--- src/rtl/druaga_ioctl_pkg.sv ---
// Shared types for the ioctl download dispatcher: sink indices, FSM states,
// the ROM FIFO entry layout and the DIP-switch packing rule.
package druaga_ioctl_pkg;

  localparam int         IOCTL_ADDR_W = 25;
  localparam logic [7:0] IDX_ROM      = 8'd0;
  localparam logic [7:0] IDX_TNO      = 8'd1;
  localparam logic [7:0] IDX_DIP      = 8'd254;

  typedef enum logic [1:0] {
    LOAD,
    DRAIN,
    HOLD,
    RUN
  } state_e;

  typedef struct packed {
    logic [IOCTL_ADDR_W-1:0] addr;
    logic [7:0]              data;
  } fifo_entry_t;

  // Some titles reuse switch bank bits in the top byte; the title number picks the layout.
  function automatic logic [23:0] pack_dsw(input logic [3:0] tno, input logic [7:0] sw0,
                                           input logic [7:0] sw1, input logic [7:0] sw2);
    case (tno)
      4'd1, 4'd3: return {sw1[3:0], sw2[3:0], sw1, sw0};
      4'd2:       return {sw2[3:0], sw2[3:0], sw1, sw0};
      default:    return {sw2, sw1, sw0};
    endcase
  endfunction

endpackage

--- src/rtl/ioctl_fifo.sv ---
// Small synchronous FIFO for ROM bytes. Push at full is ignored unless a pop
// frees the head slot in the same cycle.
module ioctl_fifo
  import druaga_ioctl_pkg::*;
#(
  parameter int DEPTH = 4,
  parameter int CNT_W = $clog2(DEPTH) + 1
) (
  input  logic              clk,
  input  logic              rst,
  input  logic              push,
  input  logic              pop,
  input  fifo_entry_t       wdata,
  output fifo_entry_t       rdata,
  output logic              full,
  output logic              empty,
  output logic [CNT_W-1:0]  count
);

  localparam int PTR_W = $clog2(DEPTH);

  fifo_entry_t            mem_q [DEPTH];
  logic [PTR_W-1:0]       wr_ptr_q, wr_ptr_d;
  logic [PTR_W-1:0]       rd_ptr_q, rd_ptr_d;
  logic [CNT_W-1:0]       count_q, count_d;
  logic                   do_push, do_pop;

  assign empty   = (count_q == '0);
  assign full    = (count_q == CNT_W'(DEPTH));
  assign count   = count_q;
  assign rdata   = mem_q[rd_ptr_q];
  assign do_pop  = pop && !empty;
  assign do_push = push && (!full || do_pop);

  always_comb begin
    // NOTE: every output of a combinational block gets a default first, so no path infers a latch.
    wr_ptr_d = wr_ptr_q;
    rd_ptr_d = rd_ptr_q;
    count_d  = count_q;
    if (do_push) wr_ptr_d = wr_ptr_q + PTR_W'(1);
    if (do_pop)  rd_ptr_d = rd_ptr_q + PTR_W'(1);
    case ({do_push, do_pop})
      2'b10:   count_d = count_q + CNT_W'(1);
      2'b01:   count_d = count_q - CNT_W'(1);
      default: count_d = count_q;
    endcase
  end

  // NOTE: clocked state uses non-blocking assignments so all flops update together at the edge.
  always_ff @(posedge clk or posedge rst) begin
    if (rst) begin
      wr_ptr_q <= '0;
      rd_ptr_q <= '0;
      count_q  <= '0;
    end else begin
      wr_ptr_q <= wr_ptr_d;
      rd_ptr_q <= rd_ptr_d;
      count_q  <= count_d;
    end
  end

  // NOTE: storage has no reset; entries are only meaningful while count says so.
  always_ff @(posedge clk) begin
    if (do_push) mem_q[wr_ptr_q] <= wdata;
  end

endmodule

--- src/rtl/ioctl_dispatch.sv ---
// Routes the HPS ioctl download stream to ROM, title-number and DIP sinks,
// sequences ROM bytes onto a req/ack port and owns the game core reset.
module ioctl_dispatch
  import druaga_ioctl_pkg::*;
#(
  parameter int         ADDR_W     = IOCTL_ADDR_W,
  parameter int         FIFO_DEPTH = 4,
  parameter int         RST_HOLD   = 1024,
  parameter logic [7:0] ROM_IDX    = IDX_ROM,
  parameter logic [7:0] TNO_IDX    = IDX_TNO,
  parameter logic [7:0] DIP_IDX    = IDX_DIP
) (
  input  logic              clk_sys,
  input  logic              RESET,
  input  logic              ioctl_download,
  input  logic              ioctl_wr,
  input  logic [7:0]        ioctl_index,
  input  logic [ADDR_W-1:0] ioctl_addr,
  input  logic [7:0]        ioctl_dout,
  output logic              ioctl_wait,
  input  logic              rst_req,
  output logic              rom_req,
  input  logic              rom_ack,
  output logic [ADDR_W-1:0] rom_addr,
  output logic [7:0]        rom_data,
  output logic [3:0]        tno,
  output logic [23:0]       dsw,
  output logic              core_reset,
  output logic              overflow
);

  localparam int CNT_W  = $clog2(FIFO_DEPTH) + 1;
  localparam int HOLD_W = $clog2(RST_HOLD + 1);

  state_e            state_q, state_d;
  logic [HOLD_W-1:0] hold_cnt_q, hold_cnt_d;
  logic              core_reset_q, core_reset_d;
  logic              dl_q;
  logic              ioctl_wait_q, ioctl_wait_d;
  logic              overflow_q, overflow_d;
  logic [3:0]        tno_q, tno_d;
  logic [2:0][7:0]   sw_q, sw_d;
  logic [23:0]       dsw_q, dsw_d;

  fifo_entry_t       fifo_wdata, fifo_head;
  logic              fifo_full, fifo_empty;
  logic [CNT_W-1:0]  fifo_count;
  logic              rom_push, rom_pop, dl_rise, fifo_drains;

  assign rom_push = ioctl_wr && ioctl_download && (ioctl_index == ROM_IDX);
  assign rom_pop  = rom_ack && !fifo_empty;
  assign dl_rise  = ioctl_download && !dl_q;
  // True when the FIFO is empty now or its last entry leaves this cycle.
  assign fifo_drains = fifo_empty ||
                       ((fifo_count == CNT_W'(1)) && rom_pop && !rom_push);

  always_comb begin
    fifo_wdata      = '0;
    fifo_wdata.addr = IOCTL_ADDR_W'(ioctl_addr);
    fifo_wdata.data = ioctl_dout;
  end

  ioctl_fifo #(
    .DEPTH (FIFO_DEPTH),
    .CNT_W (CNT_W)
  ) u_fifo (
    .clk   (clk_sys),
    .rst   (RESET),
    .push  (rom_push),
    .pop   (rom_pop),
    .wdata (fifo_wdata),
    .rdata (fifo_head),
    .full  (fifo_full),
    .empty (fifo_empty),
    .count (fifo_count)
  );

  assign rom_req    = !fifo_empty;
  assign rom_addr   = ADDR_W'(fifo_head.addr);
  assign rom_data   = fifo_head.data;
  assign ioctl_wait = ioctl_wait_q;
  assign overflow   = overflow_q;
  assign tno        = tno_q;
  assign dsw        = dsw_q;
  assign core_reset = core_reset_q;

  // Side-channel sinks: accepted in every state, independent of the FSM.
  always_comb begin
    tno_d = tno_q;
    sw_d  = sw_q;
    if (ioctl_wr && (ioctl_index == TNO_IDX)) tno_d = ioctl_dout[3:0];
    if (ioctl_wr && (ioctl_index == DIP_IDX) && (ioctl_addr[ADDR_W-1:3] == '0)) begin
      case (ioctl_addr[2:0])
        3'd0:    sw_d[0] = ioctl_dout;
        3'd1:    sw_d[1] = ioctl_dout;
        3'd2:    sw_d[2] = ioctl_dout;
        default: sw_d    = sw_q;
      endcase
    end
    dsw_d        = pack_dsw(tno_q, sw_q[0], sw_q[1], sw_q[2]);
    ioctl_wait_d = (fifo_count >= CNT_W'(FIFO_DEPTH - 1));
    overflow_d   = overflow_q;
    if (dl_rise) overflow_d = 1'b0;
    if (rom_push && fifo_full && !rom_pop) overflow_d = 1'b1;
  end

  always_comb begin
    state_d    = state_q;
    hold_cnt_d = hold_cnt_q;
    if (dl_rise) begin
      state_d    = LOAD;
      hold_cnt_d = '0;
    end else begin
      case (state_q)
        LOAD: begin
          if (!ioctl_download) begin
            state_d    = fifo_drains ? HOLD : DRAIN;
            hold_cnt_d = '0;
          end
        end
        DRAIN: begin
          if (fifo_drains) begin
            state_d    = HOLD;
            hold_cnt_d = '0;
          end
        end
        HOLD: begin
          if (rst_req) begin
            hold_cnt_d = '0;
          end else if (hold_cnt_q == HOLD_W'(RST_HOLD - 1)) begin
            state_d = RUN;
          end else begin
            hold_cnt_d = hold_cnt_q + HOLD_W'(1);
          end
        end
        RUN: begin
          if (rst_req) begin
            state_d    = HOLD;
            hold_cnt_d = '0;
          end
        end
        default: state_d = HOLD;
      endcase
    end
    core_reset_d = (state_d != RUN);
  end

  always_ff @(posedge clk_sys or posedge RESET) begin
    if (RESET) begin
      state_q      <= HOLD;
      hold_cnt_q   <= '0;
      core_reset_q <= 1'b1;
      dl_q         <= 1'b0;
      ioctl_wait_q <= 1'b0;
      overflow_q   <= 1'b0;
      tno_q        <= '0;
      sw_q         <= '0;
      dsw_q        <= '0;
    end else begin
      state_q      <= state_d;
      hold_cnt_q   <= hold_cnt_d;
      core_reset_q <= core_reset_d;
      dl_q         <= ioctl_download;
      ioctl_wait_q <= ioctl_wait_d;
      overflow_q   <= overflow_d;
      tno_q        <= tno_d;
      sw_q         <= sw_d;
      dsw_q        <= dsw_d;
    end
  end

endmodule

--- config.mk ---
export PLATFORM = sky130hd
export DESIGN_NAME = ioctl_dispatch
export DESIGN_NICKNAME = d
export VERILOG_FILES = /design/src/rtl/druaga_ioctl_pkg.sv /design/src/rtl/ioctl_fifo.sv /design/src/rtl/ioctl_dispatch.sv
export SDC_FILE = /design/constraint.sdc
export NUM_CORES = 1
export LEC_CHECK = 0
export ABC_AREA = 1
export CORE_UTILIZATION = 41
export DETAILED_ROUTE_END_ITERATION = 6
export PLACE_DENSITY = 0.71
export SLEW_MARGIN = 15
export SYNTH_ARGS = -nofsm -noshare
export SYNTH_HDL_FRONTEND = slang
export SYNTH_SLANG_ARGS = --single-unit
--- constraint.sdc ---
create_clock -name clk_sys -period 3 [get_ports clk_sys]
set_input_delay 0.45 -clock clk_sys [delete_from_list [all_inputs] [get_ports clk_sys]]
set_output_delay 0.45 -clock clk_sys [all_outputs]
set_load 0.01 [all_outputs]
### Yosys cells after proc, flatten, opt, wreduce, memory -nomap -nowiden

Memories as Yosys holds them, arrays and structs flattened.
Index checks and enable logic that the tools add are counted.

* $add $sub $neg: 5
* magnitude comparators: 1
* eq/ne operators: 20
* mux-type cells: 21
* reductions and logical operators: 32

Operators by type and width (count)
* $mux W11: 6
* $pmux W24 S2: 1
* $pmux W11 S4: 1
* $logic_not A22 Y1: 1
* $mux W2: 7
* $logic_and A1 B1 Y1: 13
* $add A11 B1 Y11 const B: 1
* $eq A11 B10 Y1 const B: 1
* $ne A3 B3 Y1 const B: 3
* $eq A4 B2 Y1 const B: 2
* $eq A8 B1 Y1 const B: 1
* $eq A8 B8 Y1 const B: 1
* $logic_not A8 Y1: 1
* $pmux W2 S4: 1
* $eq A2 B2 Y1 const B: 3
* $eq A3 B1 Y1 const B: 2
* $logic_not A3 Y1: 2
* $pmux W3 S2: 1
* $reduce_and A2 Y1: 3
* $logic_not A1 Y1: 5
* $add A2 B1 Y2 const B: 2
* $eq A2 B1 Y1 const B: 2
* $eq A4 B1 Y1 const B: 1
* $mux W1: 4
* 12 further kinds: 14

* register bits: 76
* bits in writable memories: 132
* output and inout port bits: 65
* logic and storage cells: 94
* memories kept: 1

Memory list
* u_fifo.mem_q: depth 4, width 33, rd ports 1, clocked after memory_dff 0, wr ports 1, line ioctl_fifo.sv:22 `fifo_entry_t mem_q [DEPTH];`

### Depth between registers and ports, before layout

* word-level depth: 11
* gate-level depth with buffers: 12

### Hierarchy

A second synthesis with hierarchy kept.

* cell total of the unflattened synthesis: 725
* area, all modules: 8444.3 um2

Modules (own cells, without submodules)
* ioctl_fifo: times used 1, cells an instance 375, area an instance 5355.1 um2, seq. area each 4139.0 um2
* ioctl_dispatch: times used 1, cells an instance 350, area an instance 3089.2 um2, seq. area each 1729.2 um2

### Worst setup path after synthesis

No wires, ideal clock.

* path kind: flip-flop to flip-flop
* start: register u_fifo.count_q[0], in the netlist u_fifo.count[0]
* end: memory u_fifo.mem_q[0][0] (netlist name) (enable)
* setup time: 0.423 ns
* data arrival time: 2.532 ns
* data required time: 2.577 ns
* path slack: 0.045 ns
* stages on the path, launching flop included: 8
* buffers on the path: 0
* clock period less this slack: 2.955 ns
* path through: dfrtp_1 inv_1 ha_1 nand3_1 inv_1 nor2_1 inv_1 nor2_1

* word-level cells in the longest chain between the ends: 8

Ends and longest elaborated chain
* from (decl): line ioctl_fifo.sv:25 `logic [CNT_W-1:0] count_q, count_d;`
* from (signal assigned): line ioctl_fifo.sv:58 `count_q <= count_d;`
* $logic_not A3 Y1: line ioctl_fifo.sv:28 `assign empty = (count_q == '0);`
* $logic_not A1 Y1: line ioctl_fifo.sv:32, ioctl_dispatch.sv:51
* $logic_and A1 B1 Y1: line ioctl_dispatch.sv:51 `assign rom_pop = rom_ack && !fifo_empty;`
* $logic_and A1 B1 Y1: line ioctl_fifo.sv:32 `assign do_pop = pop && !empty;`
* $logic_or A1 B1 Y1 *: line ioctl_fifo.sv:33 `assign do_push = push && (!full || do_pop);`
* $logic_and A1 B1 Y1 *: line ioctl_fifo.sv:33
* $mux W1 *: line ioctl_fifo.sv:64 `if (do_push) mem_q[wr_ptr_q] <= wdata;`
* $mux W1 (not written as such) *: line ioctl_fifo.sv:64
* to (decl): line ioctl_fifo.sv:22

Mark *: on every way between the ends. The rest lies on a longest branch, timed or not.

### Worst setup path after layout

* start: register u_fifo.rd_ptr_q[0]
* end: output port rom_data[1]

* word-level cells in the longest chain between the ends: 1

Ends and longest elaborated chain
* from (decl): line ioctl_fifo.sv:24 `logic [PTR_W-1:0] rd_ptr_q, rd_ptr_d;`
* from (signal assigned): line ioctl_fifo.sv:57 `rd_ptr_q <= rd_ptr_d;`
* $mem_v2 Z4 W33
* to (decl): line ioctl_dispatch.sv:25 `output logic [7:0] rom_data,`

Every way passes these cells.

==> key figures <==
STA
  – Fin. Hold Viols: 0
  – Final worst path period share: 93.22%
  – Max_slew headroom: 57.45%
  – Setup TNS: 0 ns
  – Max Fclk: 357.6 MHz
  – Setup violators final: 0
  – Clock skew: 0.01741 ns
  – Post-layout min period: 2.797 ns
  – Final slew viol count: 0
  – Actual slew at the worst max-slew pin: 0.6358 ns
  – RSZ-0062 raised after global routing: no
  – WHS: 0.3589 ns

Floorplanning
  – Ports: 112
  – Initial Utilization: 41.73%
  – Chip height: 145.5 microns
  – Row cnt: 52
  – Die area: 21170 sq um
  – Core area: 20230 sq um
  – Chip Width: 145.5 microns

Power
  – Maximum VDD drop: 429.3 uV
  – Pwr per Cell Area: 756.8 nW/um^2
  – Leak pwr: 0.004277 uW

Logic synthesis
  – Ys Warns: 0
  – Yosys reg bits: 208
  – Post-synth EDFFs: 132
  – Sequential-to-total area share from yosys stat: 69.50%
  – Gate Count Post-Synth: 747
  – Post-synth top area share: 46.95%
  – Cell area after synthesis: 8443 sq um
  – Top-count cell post-synth: edfxtp_1
  – Net count after synthesis: 805
  – Syn Area/Cell: 11.30 sq um
  – Unique masters post-synth: 30
  – Post-synth ARST share: 36.54%
  – Largest area contributor in the netlist: edfxtp_1
  – Synth top cells by count: edfxtp_1, nand2_1, nor2_1, dfrtp_1, o21ai_0
  – Synth area leaders: edfxtp_1, dfrtp_1, nand2_1
  – Main synth FF type: edfxtp_1

Routing
  – Vias per cell: 5.049
  – WL/cell: 16.04 microns
  – Initial DRC count: 325
  – # DRC: 0
  – Total number of vias: 5857
  – DRT Pass-1 Iters: 5
  – Total Wirelength: 18.61 mm
  – Final ANT Viol Nets: 0

Global routing
  – Vias in the first global route: 5714
  – Largest net degree at the start of global routing: 47
  – Initial antenna violation count: 0
  – Grt ovf: 0
  – Total Routing Usage GR: 17.78%
  – Global-route wire length before repair: 29.95 mm

Clock network
  – Clk sinks: 208
  – TritonCTS Buffers: 22
  – Post_cts resized: 0
  – Max Root-Sink Buffers: 3
  – H-tree Lvls: 1
  – Post-CTS Hold Buffers: 0
  – Clk slew on worst S/H paths: 0.06 ns
  – Latest clock arrival within the worst-skew pair: 0.50 ns
  – Post-CTS Setup Inserts: 0
  – Clock Root Buffer: clkbuf_16
  – CTS tree: built

Setup path
  – Crit start category: flip-flop
  – Worst EP required: 2.55 ns
  – CP endpoint kind: output port
  – Max Fanout on Critical Path: 41
  – Critical Setup Path Class: reg2out
  – Arr. time, crit path: 2.35 ns
  – Worst path slowest cell: clkdlybuf4s50_1
  – Crit-path leading delay family: buffers and inverters
  – CP Cell Sequence: buf_4 > o21ai_0 > o22ai_1 > clkdlybuf4s50_1
  – Biggest cell delay along the critical path: 0.61 ns
  – Buf+Inv Stages, Crit Path: 2

Placed design
  – Placed Cells: 1122
  – Routability cong.: 0.8317
  – Placed wire-length estimate: 12.13 mm
  – Port bufs: 111

Hold path
  – Worst min path class: in2async

Job
  – Max Cap Viol: 0

Finish
  – Antenna cells: 0
  – # fillers: 1672
  – Area growth, synth to finish: 26.62%
  – Final #Nets: 934
  – Share of cells above drive strength 1: 8.427%
  – Post-Layout Cell Count: 1160

Run status
  – Outcome: finished, final reports clean
## cell usage in the layout, fill, tap and decap left out, types with 5 or more instances in the layout
cell,count
edfxtp_1,132
a21oi_1,5
buf_4,13
nand2_1,126
nand4_1,33
nor2_1,116
clkbuf_1,5
o21ai_0,72
dfrtp_1,73
clkdlybuf4s50_1,111
nand3_1,30
ha_1,11
inv_1,53
clkbuf_16,22
clkbuf_8,6
o22ai_1,33
nor2_2,5
## per-stage QoR
stage	area [sq um]	utilization, %	worst slack (ns)	total power (uW)
after detailed placement	9998	49.41	0.3126	5619
after global routing	10690	52.83	0.1166	8495
after CTS	10690	52.83	0.2092	8167
after global placement	9998	49.41	0.3714	5590
final	10690	52.83	0.2033	8091
after floorplan	8443	-	0.04460	4485
## kinds of logic after synthesis
logic type      count (synthesis)  share of synthesized area, %
mux                             3                        0.3853
buf+inv                        78                         3.660
flops                         208                         69.50
compound gates                112                         7.187
fa+ha+maj                      11                         1.630
xor+xnor                        7                        0.7262
simple gates                  328                         16.91
## cell type report
class	instances	area, sq um	area share, %
clock inverter	5	40.04	0.3745
sequential	208	5869	54.90
tap	270	337.8	3.160
clock buffer	33	651.9	6.098
inverter	55	206.4	1.931
timing repair buffer	128	1289	12.06
multi-input combinational	461	2296	21.48
## flip-flops by register name, indices dropped and copies added (netlist names)
name	count
core_reset	1
dl_q	1
dsw	24
hold_cnt_q	11
ioctl_wait	1
overflow	1
state_q	2
sw_q	24
tno	4
u_fifo.count	3
u_fifo.mem_q	132
u_fifo.rd_ptr_q	2
u_fifo.wr_ptr_q	2
## where the power goes
part	total [uW]	switching, uW	internal (uW)	leakage, uW
clock network	2540	1040	1500	0.000343
logic	2360	1330	1030	0.00173
registers	3190	65.8	3130	0.00221
total	8090	2430	5660	0.00428
## metal layers
layer,vias up,GRT usage [%],wire [microns]
li1,2846,-,-
met5,-,0,0
met3,34,2.476,805
met2,143,29.86,9179
met1,2834,23.83,8171
met4,0,6.000,456
## worst paths after layout
path                                    startpoint                 end  slack, ns  cells after the start
worst max-delay path            u_fifo.rd_ptr_q[0]         rom_data[1]       0.20                      4
worst min-delay path                         RESET            sw_q[12]       0.36                      3
worst max register to register     u_fifo.count[0]     u_fifo.count[2]       0.79                      9
worst min register to register             sw_q[3]              dsw[3]       0.38                      0
max in group asynchronous                    RESET  u_fifo.rd_ptr_q[0]       2.16                      3
min in group clk_sys                       sw_q[3]              dsw[3]       0.38                      0
## worst reg2reg max path: stages (launching register included)
cell	delay, ns
dfrtp_1	0.45
inv_1	0.11
ha_1	0.24
nand3_1	0.11
inv_1	0.05
nor2_1	0.22
inv_1	0.24
ha_1	0.42
mux2i_1	0.21
inv_1	0.06
Note: power is estimated with default switching activity, not from simulation.
